--- src/rtl/decoder_scan_seq.sv ---
// ---------------------------------------------------------------------------
// decoder_scan_seq
//   Scan sequencer that drives the en/a/b inputs of a 2x4 active-low decoder.
//   Lines are visited round-robin in ascending index order, skipping lines
//   whose mask bit is clear. Each visit consists of an optional blanking gap
//   (decoder disabled, address already valid) followed by a dwell period
//   with the decoder enabled.
//
// Ports
//   clk        rising-edge clock
//   rst        synchronous active-high reset
//   start      1-cycle request to begin scanning (only honoured in IDLE)
//   stop       1-cycle request to end scanning after the current line
//   oneshot    1: scan a single frame, 0: scan continuously (taken on start)
//   mask       per-line enable, bit i enables line {a,b}==i
//   dwell      enabled cycles per line (0 behaves as 1)
//   blank      disabled cycles before each line (0 = no gap)
//   en         decoder enable, active-low
//   a, b       line index MSB / LSB
//   busy       high whenever the sequencer is not idle
//   line_done  pulse in the cycle after a line's dwell ends
//   frame_done pulse alongside line_done when the highest enabled line ends
// ---------------------------------------------------------------------------
module decoder_scan_seq #(
   parameter int unsigned DWELL_W = 16,
   parameter int unsigned BLANK_W = 8
) (
   input  logic               clk,
   input  logic               rst,
   input  logic               start,
   input  logic               stop,
   input  logic               oneshot,
   input  logic [3:0]         mask,
   input  logic [DWELL_W-1:0] dwell,
   input  logic [BLANK_W-1:0] blank,
   output logic               en,
   output logic               a,
   output logic               b,
   output logic               busy,
   output logic               line_done,
   output logic               frame_done
);

   // One shared down-counter serves both phases, so it must hold the wider load.
   localparam int unsigned CW = (DWELL_W > BLANK_W) ? DWELL_W : BLANK_W;

   typedef enum logic [1:0] {
      IDLE,
      BLANK,
      DRIVE
   } state_t;

   state_t        state, state_nx;
   logic [CW-1:0] cnt, cnt_nx;
   logic [1:0]    idx, idx_nx;
   logic          stop_pend, stop_pend_nx;
   logic          oneshot_q, oneshot_nx;
   logic          line_done_nx, frame_done_nx;

   logic [1:0]    low_idx;
   logic [1:0]    next_idx;
   logic          any_above;
   logic [CW-1:0] dwell_ld;
   logic [CW-1:0] blank_ld;

   // A zero dwell still gives one enabled cycle.
   assign dwell_ld = (dwell == '0) ? CW'(1) : CW'(dwell);
   assign blank_ld = CW'(blank);

   // Line search: lowest enabled line, and the next enabled line above the
   // current one. When nothing lies above, the search wraps to the lowest
   // line and the current line is the last of the frame.
   always_comb begin
      low_idx   = 2'd0;
      next_idx  = 2'd0;
      any_above = 1'b0;
      for (int i = 3; i >= 0; i--) begin
         if (mask[i]) begin
            low_idx = 2'(i);
         end
      end
      next_idx = low_idx;
      for (int i = 3; i >= 0; i--) begin
         if (mask[i] && (i > int'(idx))) begin
            next_idx  = 2'(i);
            any_above = 1'b1;
         end
      end
   end

   always_comb begin
      state_nx      = state;
      cnt_nx        = cnt;
      idx_nx        = idx;
      oneshot_nx    = oneshot_q;
      stop_pend_nx  = stop_pend | (stop && (state != IDLE));
      line_done_nx  = 1'b0;
      frame_done_nx = 1'b0;

      case (state)
         IDLE: begin
            stop_pend_nx = 1'b0;
            if (start && (mask != 4'b0000)) begin
               idx_nx     = low_idx;
               oneshot_nx = oneshot;
               if (blank == '0) begin
                  state_nx = DRIVE;
                  cnt_nx   = dwell_ld;
               end else begin
                  state_nx = BLANK;
                  cnt_nx   = blank_ld;
               end
            end
         end

         BLANK: begin
            // A stop during the gap abandons the line before it is ever enabled.
            if (stop) begin
               state_nx = IDLE;
            end else if (cnt == CW'(1)) begin
               state_nx = DRIVE;
               cnt_nx   = dwell_ld;
            end else begin
               cnt_nx = cnt - CW'(1);
            end
         end

         DRIVE: begin
            if (cnt <= CW'(1)) begin
               line_done_nx  = 1'b1;
               frame_done_nx = (mask != 4'b0000) && !any_above;
               if (stop_pend_nx || (mask == 4'b0000) || (oneshot_q && !any_above)) begin
                  state_nx = IDLE;
               end else begin
                  idx_nx = next_idx;
                  if (blank == '0) begin
                     state_nx = DRIVE;
                     cnt_nx   = dwell_ld;
                  end else begin
                     state_nx = BLANK;
                     cnt_nx   = blank_ld;
                  end
               end
            end else begin
               cnt_nx = cnt - CW'(1);
            end
         end

         default: begin
            state_nx = IDLE;
         end
      endcase

      if (state_nx == IDLE) begin
         stop_pend_nx = 1'b0;
      end
   end

   // Outputs are taken from the next-state decode so every port is a flop.
   always_ff @(posedge clk) begin
      if (rst) begin
         state      <= IDLE;
         cnt        <= '0;
         idx        <= 2'd0;
         stop_pend  <= 1'b0;
         oneshot_q  <= 1'b0;
         en         <= 1'b1;
         busy       <= 1'b0;
         line_done  <= 1'b0;
         frame_done <= 1'b0;
      end else begin
         state      <= state_nx;
         cnt        <= cnt_nx;
         idx        <= idx_nx;
         stop_pend  <= stop_pend_nx;
         oneshot_q  <= oneshot_nx;
         en         <= (state_nx != DRIVE);
         busy       <= (state_nx != IDLE);
         line_done  <= line_done_nx;
         frame_done <= frame_done_nx;
      end
   end

   assign a = idx[1];
   assign b = idx[0];

endmodule

--- config.mk ---
export PLATFORM = sky130hd
export DESIGN_NAME = decoder_scan_seq
export DESIGN_NICKNAME = d
export VERILOG_FILES = /design/src/rtl/decoder_scan_seq.sv
export SDC_FILE = /design/constraint.sdc
export NUM_CORES = 1
export LEC_CHECK = 0
export CAP_MARGIN = 5
export CELL_PAD_IN_SITES_DETAIL_PLACEMENT = 1
export CELL_PAD_IN_SITES_GLOBAL_PLACEMENT = 1
export CORE_MARGIN = 8
export CORE_UTILIZATION = 37
export DETAILED_ROUTE_END_ITERATION = 6
export PLACE_DENSITY = 0.75
export SYNTH_ARGS = -nofsm -noshare
export SYNTH_HDL_FRONTEND = slang
export SYNTH_SLANG_ARGS = --single-unit
--- constraint.sdc ---
create_clock -name clk -period 2.6 [get_ports clk]
set_input_delay 0.26 -clock clk [delete_from_list [all_inputs] [get_ports clk]]
set_output_delay 0.26 -clock clk [all_outputs]
set_load 0.02 [all_outputs]
==> results.py <==
metrics = {
    "yosys": {
        "synth.most_common_cell": "dfxtp_1",
        "synthDistinctLibCells": 50,
        "syn_area_mm2": 0.00187,
        "synth_common_cells": "dfxtp_1, nand2_1, nor2_1, o21ai_0",
        "ys_seq_elements": 26,
        "async_flop_share_pct": 0,
        "synth_edf_count": 0,
        "syn_nets": 277,
        "yosys-top-cells-area": "dfxtp_1, nand2_1, ha_1, o21ai_0, nor2_1",
        "ys_seq_area_share_pct": 27.8,
        "yosys.area.top_type": "dfxtp_1",
        "syn_avg_cell_area_um2": 7.90,
        "synth_top_area_share_pct": 27.8,
        "ys.flop_type": "dfxtp_1",
        "synth_cells": 237,
        "ys_warn_count": 0,
    },
    "worst_setup_path": {
        "reg2reg_depth": 6,
        "crit_type": "reg2reg",
        "cp-start-kind": "register",
        "r2r-start": "cnt[9]",
        "r2r_end": "cnt[1]",
        "crit_arrival_ps": 2680,
        "cpPeakStageDelay_ps": 600,
        "reg2reg_slack_ps": 120,
        "end_kind": "register",
        "critPathMaxFanout": 10,
        "cp_slowest_cell": "or4b_4",
        "worstPathRequired_ps": 2800,
        "path_cells": "nor4_2, nand4b_2, or4b_4, a21oi_4, nand2_1, a221oi_2",
    },
    "placed_design": {
        "numPortBuffers": 38,
        "dp_slack_ps": 21.8,
        "dp_hpwl_um": 4900,
        "gp_congestion": 0.841,
        "placed_area_mm2": 0.00249,
    },
    "cts": {
        "path_clk_slew_ps": 100,
        "ctsHoldBuffers": 0,
        "cts.htree.levels": 1,
        "clkSinkCount": 26,
        "cts_buffers": 3,
        "clock_path_buffers": 2,
        "cts_root_buf": "clkbuf_8",
        "clk_latency_ps": 280,
        "cts_tree": "yes",
    },
    "power_and_ir_drop": {
        "p_total_mw": 1.22,
        "p_leak_nw": 0.979,
        "power_density_mw_per_mm2": 477,
        "peakVddDrop_mv": 0.206,
    },
    "routing": {
        "vias": 2045,
        "drt-initial-drc-count": 69,
        "ant_nets": 0,
        "drt_first_pass_iters": 4,
        "avgRoutedWirePerCell_um": 17.1,
        "remaining_drc_errors": 0,
        "routed_wl_um": 6210,
        "viasPerCell": 5.63,
    },
    "sta": {
        "finClkSkew_ps": 4.75,
        "finalHoldViolations": 0,
        "clock.fmax_mhz": 404,
        "setup_viol": 0,
        "min_period_over_period_pct": 95.2,
        "rsz0062_at_grt": "no",
        "drv_slew": 0,
        "worst_pin_slew_ps": 441,
        "fin_crit_ps": 2480,
        "max_slew_margin_pct": 70.3,
        "hold_slack_ps": 527,
        "fin_ws_ps": 124,
    },
    "run": {
        "cap_violations": 0,
    },
    "cells_and_area": {
        "syn2layout_area_growth_pct": 37.1,
        "fin_util_pct": 51.2,
        "layout.nets": 334,
        "num_antenna_cells": 0,
        "design_area_mm2": 0.00257,
        "fillers": 646,
        "drive_gt1_share_pct": 13.7,
    },
    "grt": {
        "grt_usage_pct": 17.1,
        "grt_overflow": 0,
        "grt_pass1_vias": 2187,
        "grt_pass1_wl_um": 10500,
        "antenna_found_initial": 0,
        "grt_max_degree": 16,
    },
    "outcome": {
        "status": "finished, final reports clean",
    },
    "floorplan": {
        "initial_core_util_pct": 37.4,
        "fp.dieW_um": 87.1,
        "coreArea_mm2": 0.00501,
        "ios": 39,
        "die_y_um": 87.1,
        "num_rows": 26,
        "dieArea_mm2": 0.00759,
    },
    "hold_path": {
        "hold_start": "oneshot_q",
        "min_to": "oneshot_q",
        "whs_path_depth": 2,
        "min_path_type": "reg2reg",
    },
}
## metrics by stage
| stage | cells | TNS, ps |
|---|---|---|
| after global placement | 359 | -0.846 |
| final | 363 | 0 |
| after global routing | 363 | 0 |
| after detailed placement | 359 | 0 |
| after CTS | 363 | 0 |
| after floorplan | 237 | 0 |
## cell usage in the layout, fill, tap and decap left out, types with 2 or more instances in the layout
master and n:
a21oi_1 11, clkdlybuf4s50_1 38, nor2b_1 5, nor3_1 10
nand2b_1 3, clkbuf_8 3, nand3_1 6, dfxtp_1 26
nor2_1 22, xor2_1 6, inv_1 11, o21a_1 2
or4_1 3, a31oi_1 4, nor4_1 10, buf_4 21
mux2i_1 3, o21ai_0 17, nand3b_1 3, nor4_2 2
nand2_1 25, ha_1 7, a41oi_1 5, xnor2_1 6
o31ai_1 2, o21bai_1 6, a221oi_1 8, or2_2 2
## worst max path at each step
stage	cells after the start	startpoint	to	slack [ps]
after floorplan	6	cnt[8]	cnt[1]	480
after global placement	7	blank[0]	cnt[1]	-0.8
after detailed placement	7	blank[0]	cnt[1]	20
after CTS	6	cnt[3]	cnt[1]	90
after global routing	6	cnt[9]	cnt[8]	10
final	6	cnt[9]	cnt[1]	120
## logic make-up after synthesis
| family | Yosys count | share of synthesized area, % |
|---|---|---|
| DFF | 26 | 27.8 |
| AOI/OAI and AO/OA | 70 | 27.5 |
| muxes | 3 | 1.60 |
| xor gates and xnor gates | 12 | 5.61 |
| adders and majority gates | 7 | 4.68 |
| and+or+nand+nor | 100 | 28.9 |
| buffers and inverters | 19 | 3.88 |
## critical path, delay by kind of cell (launching register included)
family           cells  cell delay, ps
AO/OA/AOI/OAI        2             580
AND/OR/NAND/NOR      4            1440
flip-flops           1             380
## layout make-up
class | instances | area (µm²) | area share [%]
tap | 70 | 87.6 | 3.41
inverter | 11 | 41.3 | 1.61
clock inverter | 1 | 30.0 | 1.17
timing repair buffer | 60 | 558 | 21.7
clock buffer | 3 | 41.3 | 1.61
multi-input combinational | 192 | 1290 | 50.2
sequential | 26 | 520 | 20.3
## report_power, final
part           internal [mW]  switching (mW)
clock                  0.206           0.149
sequential             0.428          0.0373
combinational          0.195           0.210
## layer usage
layer | share of wire [%] | global-route usage, %
met1 | 45 | 20.4
met2 | 50 | 31.0
met3 | 4.3 | 2.64
met4 | 0.82 | 4.06
met5 | 0 | 0
## state kept, by name, indices dropped and copies added (netlist names)
name        cells
cnt            16
frame_done      1
line_done       1
busy            1
state           2
en              1
stop_pend       1
idx             2
oneshot_q       1
## what timing repair did
item | in CTS | in global routing
resized for setup | 0 | 1
endpoints found under the hold margin | 0 | 0
buffers inserted | 0 | 0
endpoints found under the setup margin | 0 | 5
Note: power is estimated with default switching activity, not from simulation.
